`config.mk`:
```
export PLATFORM = sky130hd
export DESIGN_NAME = gpio_responder_flat
export DESIGN_NICKNAME = d
export VERILOG_FILES = /design/src/rtl/gpio_pkg.sv /design/src/rtl/gpio_responder_if.sv /design/src/rtl/gpio_debounce.sv /design/src/rtl/gpio_responder.sv /design/src/flat_wrapper.sv
export SDC_FILE = /design/constraint.sdc
export NUM_CORES = 1
export LEC_CHECK = 0
export ABC_AREA = 1
export CAP_MARGIN = 20
export CORE_UTILIZATION = 53
export CTS_CLUSTER_DIAMETER = 150
export DETAILED_ROUTE_END_ITERATION = 7
export MAX_ROUTING_LAYER = met4
export PLACE_DENSITY = 0.78
export SYNTH_ARGS = -nofsm -noshare
export SYNTH_HDL_FRONTEND = slang
export SYNTH_SLANG_ARGS = --single-unit
```
`constraint.sdc`:
```
create_clock -name clk -period 2.1 [get_ports clk]
set_input_delay 0.42 -clock clk [delete_from_list [all_inputs] [get_ports clk]]
set_output_delay 0.42 -clock clk [all_outputs]
set_load 0.03 [all_outputs]
```
`src/rtl/gpio_pkg.sv`:
```
`default_nettype none
// ============================================================================
// Module      : gpio_pkg
// Description : Shared types and default sizes for the GPIO responder slice.
// Revision    : 1.0 - initial release
// ============================================================================
package gpio_pkg;

    typedef enum logic {
        IDLE,
        SETTLING
    } dbnc_state_t;

    localparam int GPIO_WIDTH           = 32;
    localparam int GPIO_SYNC_STAGES     = 2;
    localparam int GPIO_DEBOUNCE_CYCLES = 4;

endpackage : gpio_pkg
`default_nettype wire

```
`src/rtl/gpio_responder_if.sv`:
```
`default_nettype none
// ============================================================================
// Module      : gpio_responder_if
// Description : CPU-side strobe/data bundle between control unit and GPIO.
// Revision    : 1.0 - initial release
// ============================================================================
interface gpio_responder_if #(
    parameter int WIDTH = 32
);
    logic             gpio_out_en;
    logic [WIDTH-1:0] gpio_wdata;
    logic             gpio_in_en;
    logic [WIDTH-1:0] gpio_rdata;
    logic             gpio_rvalid;

    modport master (
        output gpio_out_en,
        output gpio_wdata,
        output gpio_in_en,
        input  gpio_rdata,
        input  gpio_rvalid
    );

    modport slave (
        input  gpio_out_en,
        input  gpio_wdata,
        input  gpio_in_en,
        output gpio_rdata,
        output gpio_rvalid
    );
endinterface : gpio_responder_if
`default_nettype wire

```
`src/rtl/gpio_debounce.sv`:
```
`default_nettype none
// ============================================================================
// Module      : gpio_debounce
// Description : Per-word debounce FSM; commits a candidate after it has been
//               stable for DEBOUNCE_CYCLES consecutive cycles.
// Revision    : 1.0 - initial release
// ============================================================================
module gpio_debounce
    import gpio_pkg::*;
#(
    parameter int WIDTH           = GPIO_WIDTH,
    parameter int DEBOUNCE_CYCLES = GPIO_DEBOUNCE_CYCLES
) (
    input  wire logic             clk,
    input  wire logic             rst,
    input  wire logic [WIDTH-1:0] sync_q,
    output logic      [WIDTH-1:0] stable,
    output logic                  changed_pulse
);

    localparam int             CNT_W    = $clog2(DEBOUNCE_CYCLES) + 1;
    localparam logic [CNT_W-1:0] CNT_LAST = CNT_W'(DEBOUNCE_CYCLES - 1);

    logic [WIDTH-1:0] r_cand;
    logic [CNT_W-1:0] r_cnt;
    dbnc_state_t      r_state;
    logic             w_commit;

    assign w_commit      = (r_state == SETTLING) && (sync_q == r_cand) && (r_cnt == CNT_LAST);
    // High in the cycle before the edge on which stable takes a new value.
    assign changed_pulse = w_commit && (r_cand != stable);

    always_ff @(posedge clk or negedge rst) begin
        if (!rst) begin
            r_cand  <= '0;
            r_cnt   <= '0;
            stable  <= '0;
            r_state <= IDLE;
        end else if (sync_q != r_cand) begin
            r_cand  <= sync_q;
            r_cnt   <= '0;
            r_state <= SETTLING;
        end else if (r_state == SETTLING) begin
            if (r_cnt == CNT_LAST) begin
                stable  <= r_cand;
                r_state <= IDLE;
            end else begin
                r_cnt <= r_cnt + 1'b1;
            end
        end
    end

endmodule : gpio_debounce
`default_nettype wire

```
`src/rtl/gpio_responder.sv`:
```
`default_nettype none
// ============================================================================
// Module      : gpio_responder
// Description : GPIO output register, synchronised/debounced input read-back
//               and sticky change flag. GPIO_LOOPBACK_EN feeds pins_out into
//               the synchroniser for self-test.
// Revision    : 1.0 - initial release
// ============================================================================
module gpio_responder
    import gpio_pkg::*;
#(
    parameter int WIDTH           = GPIO_WIDTH,
    parameter int SYNC_STAGES     = GPIO_SYNC_STAGES,
    parameter int DEBOUNCE_CYCLES = GPIO_DEBOUNCE_CYCLES
) (
    input  wire logic             clk,
    input  wire logic             rst,
    gpio_responder_if.slave       bus,
    input  wire logic [WIDTH-1:0] pins_in,
    output logic      [WIDTH-1:0] pins_out,
    output logic                  change_irq
);

    logic [SYNC_STAGES-1:0][WIDTH-1:0] r_sync;
    logic [WIDTH-1:0]                  w_sync_d;
    logic [WIDTH-1:0]                  w_sync_q;
    logic [WIDTH-1:0]                  w_stable;
    logic                              w_changed;

`ifdef GPIO_LOOPBACK_EN
    assign w_sync_d = pins_out;
`else
    assign w_sync_d = pins_in;
`endif

    assign w_sync_q = r_sync[SYNC_STAGES-1];

    always_ff @(posedge clk or negedge rst) begin
        if (!rst) begin
            r_sync <= '0;
        end else begin
            r_sync <= {r_sync[SYNC_STAGES-2:0], w_sync_d};
        end
    end

    always_ff @(posedge clk or negedge rst) begin
        if (!rst) begin
            pins_out <= '0;
        end else if (bus.gpio_out_en) begin
            pins_out <= bus.gpio_wdata;
        end
    end

    gpio_debounce #(
        .WIDTH           (WIDTH),
        .DEBOUNCE_CYCLES (DEBOUNCE_CYCLES)
    ) u_debounce (
        .clk           (clk),
        .rst           (rst),
        .sync_q        (w_sync_q),
        .stable        (w_stable),
        .changed_pulse (w_changed)
    );

    // A commit on the same edge as a read keeps the flag set.
    always_ff @(posedge clk or negedge rst) begin
        if (!rst) begin
            bus.gpio_rdata  <= '0;
            bus.gpio_rvalid <= 1'b0;
            change_irq      <= 1'b0;
        end else begin
            bus.gpio_rvalid <= bus.gpio_in_en;
            if (bus.gpio_in_en) begin
                bus.gpio_rdata <= w_stable;
            end
            if (w_changed) begin
                change_irq <= 1'b1;
            end else if (bus.gpio_in_en) begin
                change_irq <= 1'b0;
            end
        end
    end

endmodule : gpio_responder
`default_nettype wire

```
`src/flat_wrapper.sv`:
```
// flat-port wrapper written by rule: the top's interface ports become plain ports
module gpio_responder_flat import gpio_pkg::*;
#(
    parameter int WIDTH           = GPIO_WIDTH,
    parameter int SYNC_STAGES     = GPIO_SYNC_STAGES,
    parameter int DEBOUNCE_CYCLES = GPIO_DEBOUNCE_CYCLES
)
  (clk, rst, pins_in, pins_out, change_irq, bus_gpio_out_en, bus_gpio_wdata, bus_gpio_in_en, bus_gpio_rdata, bus_gpio_rvalid);
  gpio_responder_if #(.WIDTH(WIDTH)) bus_i ();
  input  wire logic clk;
  input  wire logic rst;
  input  wire logic [WIDTH-1:0] pins_in;
  output logic      [WIDTH-1:0] pins_out;
  output logic change_irq;
  input wire logic [$bits(bus_i.gpio_out_en)-1:0] bus_gpio_out_en;
  input wire logic [$bits(bus_i.gpio_wdata)-1:0] bus_gpio_wdata;
  input wire logic [$bits(bus_i.gpio_in_en)-1:0] bus_gpio_in_en;
  output wire logic [$bits(bus_i.gpio_rdata)-1:0] bus_gpio_rdata;
  output wire logic [$bits(bus_i.gpio_rvalid)-1:0] bus_gpio_rvalid;
  assign bus_i.gpio_out_en = bus_gpio_out_en;
  assign bus_i.gpio_wdata = bus_gpio_wdata;
  assign bus_i.gpio_in_en = bus_gpio_in_en;
  assign bus_gpio_rdata = bus_i.gpio_rdata;
  assign bus_gpio_rvalid = bus_i.gpio_rvalid;
  gpio_responder #(.WIDTH(WIDTH), .SYNC_STAGES(SYNC_STAGES), .DEBOUNCE_CYCLES(DEBOUNCE_CYCLES)) u_core (.clk(clk), .rst(rst), .bus(bus_i), .pins_in(pins_in), .pins_out(pins_out), .change_irq(change_irq));
endmodule
```
Word-level counts from Yosys, hierarchy flattened
Index checks and enable logic that the tools add are counted.
{ "word_totals": {"latchBits": 0, "reg_bits": 198, "word_cells": 32, "output_inout_bits": 66, "inputBits": 68, "mem_bits_rw": 0, "romBits": 0, "memories": 0} }
{ "classes": {"addsub": 1, "muxes": 8, "shifts": 0, "n_div": 0, "magnitude_cmp": 0, "n_reduce_logical": 7, "bitwise_logic": 1, "eq_ne": 5, "n_mul": 0} }
{ "ops": {"columns": ["operator", "n"], "rows": [
  ["inequality test 32 bit", 2],
  ["equality test 32 bit", 1],
  ["2-to-1 mux 3 bit", 3],
  ["2-to-1 mux 1 bit", 5],
  ["nonzero test 2 bit", 2],
  ["adder 3 x 1 -> 3 bit (second input constant)", 1],
  ["equality test 3 x 2 -> 1 bit (second input constant)", 1],
  ["logical AND 1 bit", 3],
  ["AND reduction 3 bit", 1],
  ["inequality test 2 bit (second input constant)", 1],
  ["AND reduction 2 bit", 1],
  ["NOT 1 bit", 1]
]} }

Longest topological paths before layout
{ "logic_depth": {"word_depth": 5, "ltp_mapped": 12, "depth_no_buf": 11} }

By module
A second synthesis with hierarchy kept.
{ "hier_totals": {"cells_unflattened": 738, "hier_area_um2": 7522.2} }
{ "by_module_without_submodules": {"columns": ["mod", "area_per_inst_um2", "instances", "seq_area_each_um2", "cells_each"], "rows": [
  ["gpio_responder", 4171.5, 1, 3253.1, 341],
  ["gpio_debounce", 3350.7, 1, 1701.6, 397]
]} }

Least setup slack after synthesis
No wires, ideal clock.
{ "synth_path": {"path_type": "register to register", "start": "reg u_core.u_debounce.r_cnt[0]", "end": "reg u_core.u_debounce.stable[22]", "setup_ns": 0.117, "path_slack_ns": 0.614, "period_less_slack_ns": 1.486, "t_required_ns": 1.983, "n_path_buf": 1, "arrival_ns": 1.368, "path_stages_with_launch": 8, "path_cell_list": "dfrtp_1 > ha_1 > ha_1 > nand2_1 > clkinv_1 > clkbuf_1 > nand4_1 > nand2_1"} }
{ "synth_between": {"elab_chain_len": 2} }
{ "synth_rtl": {"columns": ["element", "line", "rtl"], "rows": [
  ["start: declaration", "gpio_debounce.sv:25", "logic [CNT_W-1:0] r_cnt;"],
  ["start signal: assignment", "gpio_debounce.sv:48", "r_cnt <= r_cnt + 1'b1;"],
  ["equality test 3 x 2 -> 1 bit", "gpio_debounce.sv:44", "if (r_cnt == CNT_LAST) begin"],
  ["AND reduction 3 bit (no source line)", null, null],
  ["end signal: assignment", "gpio_debounce.sv:45", "stable <= r_cand;"],
  ["end: declaration", "gpio_debounce.sv:17", "output logic [WIDTH-1:0] stable,"]
]} }
No other way between the ends.
A chain may end at the register's enable or synchronous reset.

Final worst setup path
{ "layout_path": {"start": "reg u_core.pins_out[20]", "end": "out pins_out[20]"} }
{ "layout_lines": {"columns": ["element", "line", "rtl"], "rows": [
  ["start: declaration", "gpio_responder.sv:20", "output logic [WIDTH-1:0] pins_out,"],
  ["start signal: assignment", "gpio_responder.sv:50", "pins_out <= bus.gpio_wdata;"],
  ["end: declaration", "flat_wrapper.sv:13", "output logic [WIDTH-1:0] pins_out;"]
]} }
No word-level cell between the ends.

==> impl_metrics.ini <==
[worst_setup_path]
critical-path-top-delay-family = buffers and inverters
crit_slowest_cell = clkdlybuf4s50_1
cpPeakStageDelay_ns = 0.68
path_cells = clkdlybuf4s50_1
path_buf_inv = 1
worst_setup_path_start_kind = flop
path_max_fanout = 2
end_kind = output port
crit_required_ns = 1.68
crit_arrival_ns = 1.49
crit_type = reg2out

[power_and_ir_drop]
ir_drop_mv = 0.571
combPwrFrac_pct = 9.4
seqPwrFrac_pct = 50.4
p_sw_share_pct = 23.1
p_leak_uw = 0.00487
p_sw_uw = 1880
finalPower_uw = 8110
clock_power_share_pct = 40.2
power_density_nw_per_um2 = 817
p_int_uw = 6240

[grt]
grt_antenna_before_repair = 0
use_met2_pct = 33.7
grt_pass1_wl_um = 24400
grt_most_used_layer = met2
grt_max_degree = 66
first_global_vias = 5183
gr-total-overflow = 0
track_usage_pct = 22.1
met1_usage_pct = 28.5
met3_usage_pct = 5.17

[routing]
dr.pass1.iters = 4
drc = 0
routedWlPerCell_um = 13.4
first_iter_violations = 269
ant_nets = 0
wirelength_um = 15000
routed_via_density = 4.85
via_count = 5406

[clock_network]
ctsHtreeMaxLevel = 4
clk_latency_ns = 0.43
cts_buffer_depth = 2
clkSlewWorstSetupHoldPaths_ns = 0.07
post_cts_buffers = 0
cts_buffers = 17
cts.sinks = 198
cts_root_buf = clkbuf_16
cts_tree = done

[yosys]
ys_seq_area_share_pct = 63.0
synthDistinctLibCells = 22
synth_warnings = 0
synth.avg_cell_area_um2 = 9.74
async_flop_share_pct = 100
synthesis.area_um2 = 7860
synthFlopType = dfrtp_1
syn_nets = 877
netlist_instances = 807
synth_edf_count = 0
synth.ff_latch_count = 198

[sta]
setup_viol = 0
worst_pin_slew_ns = 0.546
rsz0062_at_grt = false
fin_skew_ns = 0.00775
fin_setup_tns_ns = 0
timing.final.crit_share_pct = 91.0
max_freq_ghz = 0.524
fin_crit_ns = 1.91
hold_violations = 0
slew_headroom_pct = 63.6
report.final.slew_viol_count = 0

[place]
io_buffers = 133
place_congestion = 0.795
dp_hpwl_um = 10800

[min_path]
hp-class = reg2reg

[floorplan]
die_y_um = 124
core_region_area_um2 = 14500
placementRows = 44
pin_count = 134
dieArea_um2 = 15300
die_w_um = 124
start_util_pct = 54.3

[run_status]
outcome = finished clean

[cells_and_area]
nets = 989
syn_to_final_growth_pct = 26.3
drive_above_1_share_pct = 9.77
final_core_util_pct = 68.6
diodes = 0

[run]
drv_cap = 0
power groups by stage:
stage / Sequential (µW) / Clock, µW / Combinational (µW)
after floorplan: 4260 / 0 / 257
after global placement: 4150 / 0 / 759
after detailed placement: 4160 / 0 / 771
after CTS: 4090 / 3350 / 777
after global routing: 4110 / 3490 / 837
final: 4090 / 3260 / 764
synthesized netlist by cell type, types with 3 or more instances:
library cell  count  area share (%)
clkbuf_1         42             2.0
inv_2            12            0.57
xnor2_1          32             3.6
xor2_1            6            0.67
o21ai_0           9            0.57
buf_6             3            0.43
dfrtp_1         198              63
nor2_1           43             2.1
nand2_1         307              15
mux2_2           32             4.6
nand4_1          35             2.8
buf_1             3            0.14
buf_2             3            0.19
clkinv_1          6            0.29
inv_1            63             3.0
buf_4             3            0.29
flip-flops by register name, summed over array words and instances (netlist names):
name and flops:
u_core.bus.gpio_rdata 32, u_core.pins_out 32, u_core.change_irq 1, u_core.bus.gpio_rvalid 1
u_core.u_debounce.stable 32, u_core.w_sync_q 32, u_core.u_debounce.r_cand 32, u_core.r_sync 32
u_core.u_debounce.r_cnt 3, u_core.u_debounce.r_state 1
kinds of logic after synthesis:
family	after synthesis	synth area share (%)
AO/OA/AOI/OAI	12	0.796
XOR/XNOR	38	4.23
adder cells (fa/ha/maj)	2	0.318
buffers and inverters	135	6.92
flip-flops	198	63.0
multiplexers	32	4.58
AND/OR/NAND/NOR	390	20.1
cells in the final DEF (no fill, tap or decap), types with 6 or more instances in the layout:
| cell type | count |
|---|---|
| mux2_2 | 32 |
| clkdlybuf4s50_1 | 132 |
| clkbuf_16 | 17 |
| nand4_1 | 35 |
| nand2_1 | 307 |
| nor2_1 | 43 |
| inv_1 | 63 |
| clkinv_1 | 6 |
| inv_2 | 12 |
| xnor2_1 | 32 |
| xor2_1 | 6 |
| o21ai_0 | 9 |
| buf_4 | 10 |
| dfrtp_1 | 198 |
routing by layer:
| layer | up-vias | share of wire [%] | wire (µm) |
|---|---|---|---|
| li1 | 2682 | - | - |
| met1 | 2546 | 46 | 6890 |
| met2 | 155 | 47 | 6970 |
| met3 | 23 | 5.2 | 778 |
| met4 | 0 | 2.3 | 344 |
| met5 | - | 0 | 0 |
stage by stage:
stage | std cells | setup WS (ns) | hold slack, ns | cell area (µm²)
global route | 1115 | 0.0646 | 0.351 | 9930
floorplan | 807 | 0.614 | 0.124 | 7860
global placement | 1083 | 0.341 | 0.332 | 9320
detailed placement | 1083 | 0.278 | 0.335 | 9320
finish | 1115 | 0.190 | 0.346 | 9930
CTS | 1115 | 0.151 | 0.349 | 9930
layout make-up:
type | count | area [µm²]
sequential | 198 | 4950
fill | 1107 | 4550
multi-input combinational | 474 | 2360
timing repair buffer | 147 | 1480
clock buffer | 19 | 443
inverter | 81 | 304
tap | 184 | 230
clock inverter | 12 | 151
worst paths after layout:
check | from | end | slack, ns | cells after the start
max | u_core.pins_out[20]$_DFFE_PN0P_ | pins_out[20] | 0.19 | 1
min | u_core.r_sync[25]$_DFF_PN0_ | u_core.w_sync_q[25]$_DFF_PN0_ | 0.35 | 0
max reg2reg | u_core.u_debounce.r_cand[25]$_DFFE_PN0P_ | u_core.u_debounce.stable[2]$_DFFE_PN0P_ | 0.24 | 8
min reg2reg | u_core.r_sync[25]$_DFF_PN0_ | u_core.w_sync_q[25]$_DFF_PN0_ | 0.35 | 0
max in group asynchronous | rst | u_core.r_sync[25]$_DFF_PN0_ | 0.87 | 3
min in group asynchronous | rst | u_core.bus.gpio_rdata[27]$_DFFE_PN0P_ | 0.54 | 2
timing repair:
item | 4_1_cts | 5_1_grt
gates resized for setup | 0 | 0
hold buffers | 1 | 0
endpoints found under the hold margin | 10 | 0
Note: power is estimated with default switching activity, not from simulation.
==> RTL change, RTL diff (same settings) <==
Register the input `pins_in` before use, without a reset. The logic sees it one clock later. The other inputs are not delayed to match.
--- a/src/rtl/gpio_responder.sv
+++ b/src/rtl/gpio_responder.sv
@@ -22,4 +22,10 @@
 );
 
+    logic [WIDTH-1:0] pins_q;
+
+    always_ff @(posedge clk) begin
+        pins_q <= pins_in;
+    end
+
     logic [SYNC_STAGES-1:0][WIDTH-1:0] r_sync;
     logic [WIDTH-1:0]                  w_sync_d;
@@ -31,5 +37,5 @@
     assign w_sync_d = pins_out;
 `else
-    assign w_sync_d = pins_in;
+    assign w_sync_d = pins_q;
 `endif
 
Formal check against the unedited RTL: not equivalent (a bounded check fails within 10 cycles, from zero or initial values and one cycle with rst low).
==> RTL change against the unedited design <==
Core utilization is 1.4 points higher. Sequential cell count is 32 higher. Routed wire length is 5.8% higher. Power is 18% higher. Final cell count is 6.4% higher. Cell area is 8.7% higher. Synthesized cell count is 4.1% higher. Global-route usage is 0.96 points lower. Worst setup slack worse by 0.089 ns. Via count is 5.1% higher. Clock skew is 0.013 ns higher. Synthesized area is 8.2% higher. Maximum frequency is 4.5% lower. Worst hold slack worse by 0.025 ns.
==> RTL change: results (changes against the unedited design) <==
[synthesis]
synth_cells = 840  ; +4.1%
seq_area_frac_synth = 0.658  ; +0.0276
async_flop_share = 0.861  ; -0.139
ys_types = 23  ; +4.5%
synth_common_cells = nand2_1 (309), dfrtp_1 (198), inv_1 (65), clkbuf_1 (42), nor2_1 (41)
ys_warn_count = 0  ; unchanged
syn_nets = 910  ; +3.8%

[placed_design]
post-place-ws_ns = 0.330  ; +0.0519 ns
place_congestion = 0.821  ; +3.2%
place_inst = 1143  ; +5.5%

[clock_tree]
htree_num_levels = 1  ; -3
clock_latency_ns = 0.52  ; +0.09 ns
numCtsBuffers = 23  ; +6

[grt]
first_global_vias = 5633  ; +8.7%
grt_util_all_layers = 0.211  ; -0.00957
grt_pass1_wl_um = 26700  ; +9.3%
grt_max_degree = 49  ; -26%

[route]
viasPerCell = 4.79  ; -1.2%
routed_wl_um = 15800  ; +5.8%
drt_pre_antenna_iters = 5  ; +1
drt_iter0_drc = 267  ; -0.74%
vias = 5683  ; +5.1%

[pwr]
p_leak_nw = 5.24  ; +7.7%
ir_drop_mv = 0.625  ; +9.4%

[setup_path]
reg2reg_depth = 10  ; +2
cpPeakStageDelay_ns = 0.70  ; +0.02 ns
crit_arrival_ns = 1.58  ; +0.09 ns
r2r-start = u_core.u_debounce.r_cand[1]$_DFFE_PN0P_

[timing]
max_slew_margin = 0.750  ; +0.114
finClkSkew_ns = 0.0210  ; +0.0133 ns

[cells_and_area]
drive_gt1_frac = 0.105  ; +0.00687
nets = 1028  ; +3.9%

[worst_hold_path]
hold_start = u_core.pins_q[9]$_DFF_P_
min_delay_worst_endpoint = u_core.r_sync[9]$_DFF_PN0_

[run_status]
status = finished clean

RTL change: changes by cell type in the layout (fill, tap and decap cells not counted), sizes merged:
| cell | change |
|---|---|
| dfxtp | +32 |
| clkbuf | +10 |
| clkinv | +3 |
| nand2 | +2 |
| nor2 | -2 |
| bufinv | -1 |
RTL change: final cells by class:
cell class                 instances  area [um^2]
fill                            1187         4640
clock inverter                    13          131
sequential                       230         5600
multi-input combinational        474         2360
timing repair buffer             147         1480
inverter                          82          308
clock buffer                      29          648
tap                              211          264
RTL change: per-layer routing:
layer,GRT usage,part of all wire
met3,0.0412,0.064
met5,-,0
met2,0.333,0.47
met4,0.0678,0.022
met1,0.277,0.44
RTL change: where the power goes:
group	leakage, nW	switching, mW	total, mW	internal [mW]
sequential	2.73	0.128	4.74	4.61
clock	0.385	1.65	4.10	2.44
combinational	2.13	0.397	0.762	0.365
total	5.24	2.18	9.60	7.42
RTL change: worst max path at each step:
| stage | from | endpoint | slack (ns) |
|---|---|---|---|
| after floorplan | u_core.u_debounce.r_cnt[0]$_DFFE_PN0P_ | u_core.u_debounce.stable[22]$_DFFE_PN0P_ | 0.61 |
| after global placement | u_core.u_debounce.r_cand[19]$_DFFE_PN0P_ | u_core.u_debounce.stable[29]$_DFFE_PN0P_ | 0.40 |
| after detailed placement | u_core.u_debounce.r_cand[5]$_DFFE_PN0P_ | u_core.u_debounce.stable[18]$_DFFE_PN0P_ | 0.33 |
| after CTS | u_core.pins_out[11]$_DFFE_PN0P_ | pins_out[11] | 0.08 |
| after global routing | u_core.u_debounce.r_cand[1]$_DFFE_PN0P_ | u_core.u_debounce.stable[17]$_DFFE_PN0P_ | 0.07 |
| final | u_core.pins_out[11]$_DFFE_PN0P_ | pins_out[11] | 0.10 |
RTL change: cell families after synthesis:
family,share of synthesized area
xor+xnor,0.0391
compound gates,0.00735
fa+ha+maj,0.00294
flops,0.658
mux,0.0424
simple gates,0.186
buf+inv,0.0644
RTL change: through the flow:
| stage | hold slack (ns) | total power [mW] | utilization | cell area (um^2) |
|---|---|---|---|---|
| 6_report | 0.322 | 9.60 | 0.699 | 10800 |
| 5_1_grt | 0.330 | 9.97 | 0.699 | 10800 |
| 4_1_cts | 0.323 | 9.72 | 0.699 | 10800 |
| 3_5_place_dp | 0.320 | 5.59 | 0.648 | 10000 |
| 3_3_place_gp | 0.316 | 5.57 | 0.648 | 10000 |
| 2_1_floorplan | 0.124 | 5.17 | - | 8510 |
